`src/rtl/adc_sample_capture.sv`:
```
// ADC sample capture: synchronises the divided SAMPLE_CLK, captures ADC_DATA on its rising
// edge, optionally averages (macro SAMPLE_AVG_EN), and queues words in a valid/ready FIFO.
module adc_sample_capture #(
   parameter int unsigned DATA_W   = 14,
   parameter int unsigned DEPTH    = 4,
   parameter int unsigned AVG_LOG2 = 2
) (
   input  logic              CLOCK_IN,
   input  logic              RESET_N,
   input  logic              SAMPLE_CLK,
   input  logic [DATA_W-1:0] ADC_DATA,
   input  logic              ENABLE,
   input  logic              CLEAR,
   output logic [DATA_W-1:0] OUT_DATA,
   output logic              OUT_VALID,
   input  logic              OUT_READY,
   output logic              OVERFLOW,
   output logic [15:0]       SAMPLE_CNT
);

   localparam int unsigned PTR_W  = (DEPTH > 1) ? $clog2(DEPTH) : 1;
   localparam int unsigned CNT_W  = PTR_W + 1;
   localparam int unsigned SCNT_W = 16;

   if (DEPTH < 2 || (DEPTH & (DEPTH - 1)) != 0) begin : g_depth_chk
      $error("adc_sample_capture: DEPTH must be a power of two >= 2");
   end
   if (AVG_LOG2 > 16) begin : g_avg_chk
      $error("adc_sample_capture: AVG_LOG2 out of range");
   end

   // synchroniser and capture stage
   logic              s1_q, s1_d;
   logic              s2_q, s2_d;
   logic              s3_q, s3_d;
   logic              samp_rise_c;
   logic              cap_vld_q, cap_vld_d;
   logic [DATA_W-1:0] cap_data_q, cap_data_d;

   // word offered to the FIFO this cycle
   logic              push_c;
   logic [DATA_W-1:0] push_data_c;

   // FIFO and status
   logic [DATA_W-1:0] mem_q [DEPTH];
   logic [DATA_W-1:0] mem_d [DEPTH];
   logic [PTR_W-1:0]  wr_ptr_q, wr_ptr_d;
   logic [PTR_W-1:0]  rd_ptr_q, rd_ptr_d;
   logic [CNT_W-1:0]  count_q, count_d;
   logic [DATA_W-1:0] out_data_q, out_data_d;
   logic              out_valid_q, out_valid_d;
   logic              overflow_q, overflow_d;
   logic [SCNT_W-1:0] sample_cnt_q, sample_cnt_d;
   logic              pop_c;
   logic              full_c;
   logic              accept_c;

   always_comb begin
      s1_d        = SAMPLE_CLK;
      s2_d        = s1_q;
      s3_d        = s2_q;
      samp_rise_c = s2_q & ~s3_q;
      cap_vld_d   = samp_rise_c & ENABLE & ~CLEAR;
      cap_data_d  = cap_data_q;
      if (samp_rise_c && ENABLE) begin
         cap_data_d = ADC_DATA;
      end
   end

`ifdef SAMPLE_AVG_EN
   localparam int unsigned ACC_W = DATA_W + AVG_LOG2;
   localparam int unsigned AC_W  = (AVG_LOG2 > 0) ? AVG_LOG2 : 1;

   logic [ACC_W-1:0] acc_q, acc_d;
   logic [ACC_W-1:0] sum_c;
   logic [AC_W-1:0]  acc_cnt_q, acc_cnt_d;
   logic             acc_last_c;

   // running sum; the last sample of a block is folded in and the block average pushed
   always_comb begin
      sum_c       = acc_q + ACC_W'(cap_data_q);
      acc_last_c  = (acc_cnt_q == AC_W'((1 << AVG_LOG2) - 1));
      acc_d       = acc_q;
      acc_cnt_d   = acc_cnt_q;
      push_c      = 1'b0;
      push_data_c = '0;
      if (CLEAR) begin
         acc_d     = '0;
         acc_cnt_d = '0;
      end else if (cap_vld_q) begin
         if (acc_last_c) begin
            push_c      = 1'b1;
            push_data_c = DATA_W'(sum_c >> AVG_LOG2);
            acc_d       = '0;
            acc_cnt_d   = '0;
         end else begin
            acc_d     = sum_c;
            acc_cnt_d = acc_cnt_q + AC_W'(1);
         end
      end
   end

   always_ff @(posedge CLOCK_IN or negedge RESET_N) begin
      if (!RESET_N) begin
         acc_q     <= '0;
         acc_cnt_q <= '0;
      end else begin
         acc_q     <= acc_d;
         acc_cnt_q <= acc_cnt_d;
      end
   end
`else
   always_comb begin
      push_c      = cap_vld_q;
      push_data_c = cap_data_q;
   end
`endif

   // FIFO: a full FIFO still accepts a push when the head pops in the same cycle
   always_comb begin
      pop_c        = out_valid_q & OUT_READY;
      full_c       = (count_q == CNT_W'(DEPTH));
      accept_c     = push_c & (~full_c | pop_c);
      mem_d        = mem_q;
      wr_ptr_d     = wr_ptr_q;
      rd_ptr_d     = rd_ptr_q;
      count_d      = count_q;
      overflow_d   = overflow_q;
      sample_cnt_d = sample_cnt_q;
      if (CLEAR) begin
         wr_ptr_d     = '0;
         rd_ptr_d     = '0;
         count_d      = '0;
         overflow_d   = 1'b0;
         sample_cnt_d = '0;
      end else begin
         if (accept_c) begin
            mem_d[wr_ptr_q] = push_data_c;
            wr_ptr_d        = wr_ptr_q + PTR_W'(1);
            sample_cnt_d    = sample_cnt_q + SCNT_W'(1);
         end else if (push_c) begin
            overflow_d = 1'b1;
         end
         if (pop_c) begin
            rd_ptr_d = rd_ptr_q + PTR_W'(1);
         end
         count_d = count_q + CNT_W'(accept_c) - CNT_W'(pop_c);
      end
      out_valid_d = (count_d != '0);
      out_data_d  = out_valid_d ? mem_d[rd_ptr_d] : '0;
   end

   always_ff @(posedge CLOCK_IN or negedge RESET_N) begin
      if (!RESET_N) begin
         s1_q         <= 1'b0;
         s2_q         <= 1'b0;
         s3_q         <= 1'b0;
         cap_vld_q    <= 1'b0;
         cap_data_q   <= '0;
         mem_q        <= '{default: '0};
         wr_ptr_q     <= '0;
         rd_ptr_q     <= '0;
         count_q      <= '0;
         out_data_q   <= '0;
         out_valid_q  <= 1'b0;
         overflow_q   <= 1'b0;
         sample_cnt_q <= '0;
      end else begin
         s1_q         <= s1_d;
         s2_q         <= s2_d;
         s3_q         <= s3_d;
         cap_vld_q    <= cap_vld_d;
         cap_data_q   <= cap_data_d;
         mem_q        <= mem_d;
         wr_ptr_q     <= wr_ptr_d;
         rd_ptr_q     <= rd_ptr_d;
         count_q      <= count_d;
         out_data_q   <= out_data_d;
         out_valid_q  <= out_valid_d;
         overflow_q   <= overflow_d;
         sample_cnt_q <= sample_cnt_d;
      end
   end

   assign OUT_DATA   = out_data_q;
   assign OUT_VALID  = out_valid_q;
   assign OVERFLOW   = overflow_q;
   assign SAMPLE_CNT = sample_cnt_q;

endmodule

```
`config.mk`:
```
export PLATFORM = sky130hd
export DESIGN_NAME = adc_sample_capture
export DESIGN_NICKNAME = d
export VERILOG_FILES = /design/src/rtl/adc_sample_capture.sv
export SDC_FILE = /design/constraint.sdc
export NUM_CORES = 1
export LEC_CHECK = 0
export ABC_CLOCK_PERIOD_IN_PS = 6750
export BUFFER_PORTS_ARGS = -buffer_cell sky130_fd_sc_hd__buf_2
export CAP_MARGIN = 20
export CORE_MARGIN = 2
export CORE_UTILIZATION = 50
export CTS_CLUSTER_DIAMETER = 150
export DETAILED_ROUTE_END_ITERATION = 7
export PLACE_DENSITY = 0.68
export SYNTH_ARGS = -nofsm -noshare
export SYNTH_HDL_FRONTEND = slang
export SYNTH_SLANG_ARGS = --single-unit
```
`constraint.sdc`:
```
create_clock -name CLOCK_IN -period 6.75 [get_ports CLOCK_IN]
set_input_delay 1.6875 -clock CLOCK_IN [delete_from_list [all_inputs] [get_ports CLOCK_IN]]
set_output_delay 1.6875 -clock CLOCK_IN [all_outputs]
set_load 0.005 [all_outputs]
```
==> results of run 1 <==
==> per-layer routing <==
metal	track usage	routed length, um	vias up
met5	0	0	-
met4	0.0883	143	0
met3	0.0495	584	15
met2	0.323	5190	119
met1	0.286	4920	1840
li1	-	-	1755
==> sequential cells by signal, summed over array words and instances, names as in the netlist <==
signal	count
mem_q	56
SAMPLE_CNT	16
OUT_DATA	14
cap_data_q	14
count_q	3
rd_ptr_q	2
wr_ptr_q	2
OUT_VALID	1
OVERFLOW	1
cap_vld_q	1
s1_q	1
s2_q	1
s3_q	1
==> cell usage in the layout, fill, tap and decap left out, types with 14 or more instances in the layout <==
cell type / instances
dfrtp_1: 113
nor2_1: 29
nand2_1: 55
clkbuf_16: 16
mux2i_1: 14
nand3_1: 15
buf_2: 50
or4_1: 16
inv_1: 31
mux2_2: 38
nor3_1: 14
==> final timing paths <==
kind                       slack [ps]  depth (start not counted)             end
min in group asynchronous        1190                          1  SAMPLE_CNT[11]
max reg2reg                      2950                         13    OUT_DATA[11]
max in group asynchronous        4300                          2       mem_q[41]
min reg2reg                       350                          0            s2_q
max                              2210                         13    OUT_DATA[11]
min                               350                          0            s2_q
==> metrics by stage <==
step | util | hold slack, ps
2_1_floorplan | - | 331
3_3_place_gp | 0.540 | 334
3_5_place_dp | 0.540 | 335
4_1_cts | 0.598 | 348
5_1_grt | 0.599 | 369
6_report | 0.599 | 347
==> area by class of cell <==
class / count / area [sq um]
multi-input cells: 293 / 2090
flip-flops and latches: 113 / 2830
fillers: 835 / 4080
clock inverters: 10 / 134
inverters: 31 / 116
well taps: 136 / 170
repair buffers: 56 / 303
clock buffers: 21 / 459
==> cells by family (layout without fill, tap and decap cells) <==
| logic type | Yosys count | in the layout | share of synthesized area |
|---|---|---|---|
| XOR/XNOR | 14 | 14 | 0.0264 |
| buffers and inverters | 56 | 118 | 0.0473 |
| flip-flops | 113 | 113 | 0.548 |
| AND/OR/NAND/NOR | 160 | 160 | 0.156 |
| multiplexers | 52 | 52 | 0.110 |
| adder cells (fa/ha/maj) | 8 | 8 | 0.0209 |
| AO/OA/AOI/OAI | 59 | 59 | 0.0914 |
==> report_power, final <==
group          leakage (nW)  internal (mW)  switching [mW]
Clock                 0.290          0.586           0.298
Combinational          1.24          0.161           0.199
Sequential             1.51          0.780          0.0691
Total                  3.04           1.53           0.566
==> out/qor.csv, run 1 <==
metric,value,unit
HP Start,s1_q,
ANT nets after route,0,
Cell variety after synth,48,
Synth top cells by count,"dfrtp_1, nand2_1, mux2_2",
"Top cell by count, worst path",inv_1,
Final Slew Violations,0,
Post-Route Skew,9.85,ps
DR WL/cell,16.4,um
Synth top area share,0.548,
Synth-to-Final Area Change,18.3,%
DP Area,5500,sq um
number of buffers and inverters on the critical path,4,
design area,6100,sq um
status,finished clean,
placed insts,628,
"Seq/Total Area, Yosys",0.548,
crit path cell chain,buf_2 -> nand2_1 -> inv_1 -> ha_1 -> inv_1 -> ha_1 -> inv_1 -> fa_1 -> xnor3_1 -> a31oi_2 -> o41ai_1 -> a221o_1 -> a41oi_1,
worst-margin pin slew,1020,ps
cells after synthesis,462,
H-tree Lvls,4,
Top delay family on crit path,compound AO/OA/AOI/OAI gates,
crit share post-route,0.672,
vias,3729,
CTS buffer count,17,
Highest Clock Rate,220,MHz
CP Data Required Time,7170,ps
Pwr Density,343,nW/um^2
endpoints failing setup,0,
"count leader, synth",dfrtp_1,
leakage power,3.04,nW
final RePlAce weighted congestion,0.781,
Die Y,106,um
clock root buffer,clkbuf_8,
Detail Placement HPWL,6800,um
"worst slack, placed",1770,ps
Mapped Avg Cell Area,11.2,sq um
worst vdd ir,0.158,mV
largest net degree at the start of global routing,63,
max cap viols,0,
vias in the first global route,3717,
n_diodes,0,
total power,2.09,mW
row cnt,37,
grt ovf,0,
number of post-CTS setup repair buffers,0,
critical path arrival,4960,ps
share of layout cells above drive strength 1,0.248,
Crit Path Max Fanout,15,
number of synthesis warnings,0,
first-pass GRT wire length,18300,um
Worst-Skew Late Latency,510,ps
RSZ-0062 raised after global routing,no,
CP Class,in -> reg,
Hold WC Path Type,reg -> reg,
clk buf depth,2,
drt total wl,10800,um
Tmin final,4540,ps
die area,11100,sq um
Post-Syn Area,5160,sq um
final worst slack,2210,ps
Setup crit start,OUT_READY,
CP peak stage delay,780,ps
clock sinks,113,
CTS clock-pin slew for the worst setup and hold paths,60,ps
routed vias/inst,5.65,
initial antenna violation count,0,
# DRC,0,
Initial Util,0.507,
core area,10200,sq um
post-CTS sizing,0,
reg2reg start,count_q[1],
Die X-Extent,106,um
I/O Buffers,51,
Top Ports,52,
1st-iter DRT viols,186,
Post-CTS Hold Fix Bufs,0,
Sum Neg Setup Slack,0,ps
slew margin rel.,0.323,
Nets,540,
GR Util All Layers,0.209,
synth top area cells,"dfrtp_1, mux2_2, nand2_1",
number of flops mapped to enable cells by yosys,0,
first drt pass iteration count,5,
Critical Path Start Type,primary input,
cell taking the most area after synthesis,dfrtp_1,
syn_nets,490,
Seq cells post-synth,113,
final std cells w/o fill,660,
"Slowest-stage cell, CP",a31oi_2,
CTS tree,yes,
"Top FF cell, synth",dfrtp_1,
Fin. Hold Viols,0,
nature of the critical path endpoint,flop,
"FFs w/ async S/R, synth",1.00,
(Power assumes the default switching activity.)
==> inputs of run 2 (changes only) <==
--- a/config.mk
+++ b/config.mk
@@ -5,7 +5,7 @@
 export SDC_FILE = /design/constraint.sdc
 export NUM_CORES = 1
 export LEC_CHECK = 0
-export ABC_CLOCK_PERIOD_IN_PS = 6750
+export ABC_CLOCK_PERIOD_IN_PS = 4700
 export BUFFER_PORTS_ARGS = -buffer_cell sky130_fd_sc_hd__buf_2
 export CAP_MARGIN = 20
 export CORE_MARGIN = 2
==> constraint.sdc (replaced) <==
create_clock -name CLOCK_IN -period 4.7 [get_ports CLOCK_IN]
set_input_delay 1.175 -clock CLOCK_IN [delete_from_list [all_inputs] [get_ports CLOCK_IN]]
set_output_delay 1.175 -clock CLOCK_IN [all_outputs]
set_load 0.005 [all_outputs]
==> run 2 against run 1 <==
  * Flip-flop and latch count stayed put
  * Non-clock buffer count up 4
  * Via count shrank 0.80%
  * Sequential power rose by 42%
  * Setup slack lost 1100 ps
  * Sequential share of layout area fell by 0.25 points
  * Combinational power increased by 45%
  * Count of clock-buffer cells in the layout unchanged
  * Final cell count up 0.76%
  * Critical endpoint is now OUT_DATA[7]
  * Utilization increased by 0.32 points
==> out/qor.csv, run 2 (synthesized netlist as in run 1, its figures left out) <==
metric,value,unit,change
Critical Path Start Type,primary input,,
critical path arrival,4040,ps,-920 ps
nature of the critical path endpoint,flop,,
first drt pass iteration count,5,,unchanged
Die Y,106,um,unchanged
grt ovf,0,,unchanged
core area,10200,sq um,unchanged
drt total wl,11400,um,+5.1%
Final Slew Violations,0,,unchanged
Hold WC Path Type,reg -> reg,,
CP Data Required Time,5130,ps,-2040 ps
I/O Buffers,51,,unchanged
# DRC,0,,unchanged
Initial Util,0.507,,unchanged
Tmin final,3610,ps,
CP Class,in -> reg,,
CTS clock-pin slew for the worst setup and hold paths,50,ps,about the same
number of post-CTS setup repair buffers,0,,unchanged
clk buf depth,2,,unchanged
GR Util All Layers,0.216,,+0.00669
n_diodes,0,,unchanged
post-CTS sizing,0,,unchanged
Crit Path Max Fanout,13,,-2
R2R Setup Slk,1310,ps,-1640 ps
ANT nets after route,0,,unchanged
reg2reg start,count_q[1],,
Top Ports,52,,unchanged
HP Start,s1_q,,
Sum Neg Setup Slack,0,ps,unchanged
Die X-Extent,106,um,unchanged
Worst-Skew Late Latency,520,ps,about the same
Pwr Density,497,nW/um^2,+45%
Post-CTS Hold Fix Bufs,0,,unchanged
CTS buffer count,17,,unchanged
worst-margin pin slew,1040,ps,+27.2 ps
first-pass GRT wire length,18600,um,+1.5%
clock root buffer,clkbuf_8,,
die area,11100,sq um,unchanged
row cnt,37,,unchanged
slew margin rel.,0.302,,-0.0202
routed vias/inst,5.56,,-1.6%
max reg flops,56,,unchanged
H-tree Lvls,4,,unchanged
CTS tree,yes,,
leakage power,3.06,nW,+0.77%
Synth-to-Final Area Change,18.9,%,
vias,3699,,-0.80%
initial antenna violation count,0,,unchanged
worst vdd ir,0.196,mV,+24%
max cap viols,0,,unchanged
largest net degree at the start of global routing,62,,-1.6%
Detail Placement HPWL,6960,um,+2.3%
most flop-heavy register,mem_q,,
Post-Route Skew,6.14,ps,-3.72 ps
"leading cell type in the layout, fill and taps excluded",dfrtp_1,,
Highest Clock Rate,277,MHz,
most frequent cells in the layout,"dfrtp_1, nand2_1, buf_2, mux2_2, inv_1",,
Setup crit start,OUT_READY,,
total power,3.05,mW,+46%
vias in the first global route,3621,,-2.6%
1st-iter DRT viols,193,,+3.8%
crit share post-route,0.768,,
RSZ-0062 raised after global routing,no,,
status,finished clean,,
# fillers,854,,+2.3%
DR WL/cell,17.1,um,+4.3%
Nets,544,,+0.74%
final RePlAce weighted congestion,0.768,,-1.6%
Fin. Hold Viols,0,,unchanged
endpoints failing setup,0,,unchanged
share of layout cells above drive strength 1,0.251,,+0.00333
clock sinks,113,,unchanged
==> run 2: changes by cell type in the layout (fill, tap and decap cells not counted), sizes merged <==
| cell | delta |
|---|---|
| bufinv | +1 |
| buf | +4 |
==> run 2: through the flow <==
stage / cells / hold WS [ps] / setup slack, ps / cell area [sq um] / utilization
2_1_floorplan: 462 / 331 / 1070 / 5160 / -
3_3_place_gp: 632 / 334 / 666 / 5520 / 0.542
3_5_place_dp: 632 / 345 / 586 / 5520 / 0.542
4_1_cts: 664 / 357 / 1140 / 6130 / 0.602
5_1_grt: 665 / 368 / 868 / 6140 / 0.603
6_report: 665 / 357 / 1090 / 6140 / 0.603
==> run 2: power breakdown <==
part,leakage [nW],internal (mW),switching (mW)
sequential,1.51,1.12,0.0912
clock,0.297,0.883,0.434
combinational,1.25,0.235,0.288
total,3.06,2.24,0.813
==> run 2: per-layer routing <==
metal  GRT usage  share of wire  vias up
met5           0              0        -
met4      0.0771          0.012        0
met3      0.0544          0.039       14
met2       0.343           0.49       81
met1       0.289           0.46     1846
li1            -              -     1758
==> run 2: final timing paths <==
path,to,cells past startpoint
max in group asynchronous,rd_ptr_q[1],2
hold / removal,s2_q,0
setup / recovery,OUT_DATA[7],13
min in group asynchronous,SAMPLE_CNT[10],1
setup reg to reg,OUT_DATA[7],13
hold reg to reg,s2_q,0
==> run 2: final cells by class <==
class	instances	area [sq um]	area share
Inverter	31	116	0.0190
Timing Repair Buffer	60	325	0.0530
Clock buffer	21	449	0.0732
Sequential cell	113	2830	0.461
Clock inverter	11	160	0.0261
Multi-Input combinational cell	293	2090	0.340
Tap cell	136	170	0.0277
==> run 2: worst max-delay path: stages <==
cell and delay, ps:
buf_2 100, nand2_1 120, inv_1 380, ha_1 310, inv_1 50, ha_1 130
inv_1 50, fa_1 360, xnor3_1 200, a31oi_1 520, buf_4 310, nand4_1 120
nor3_1 210
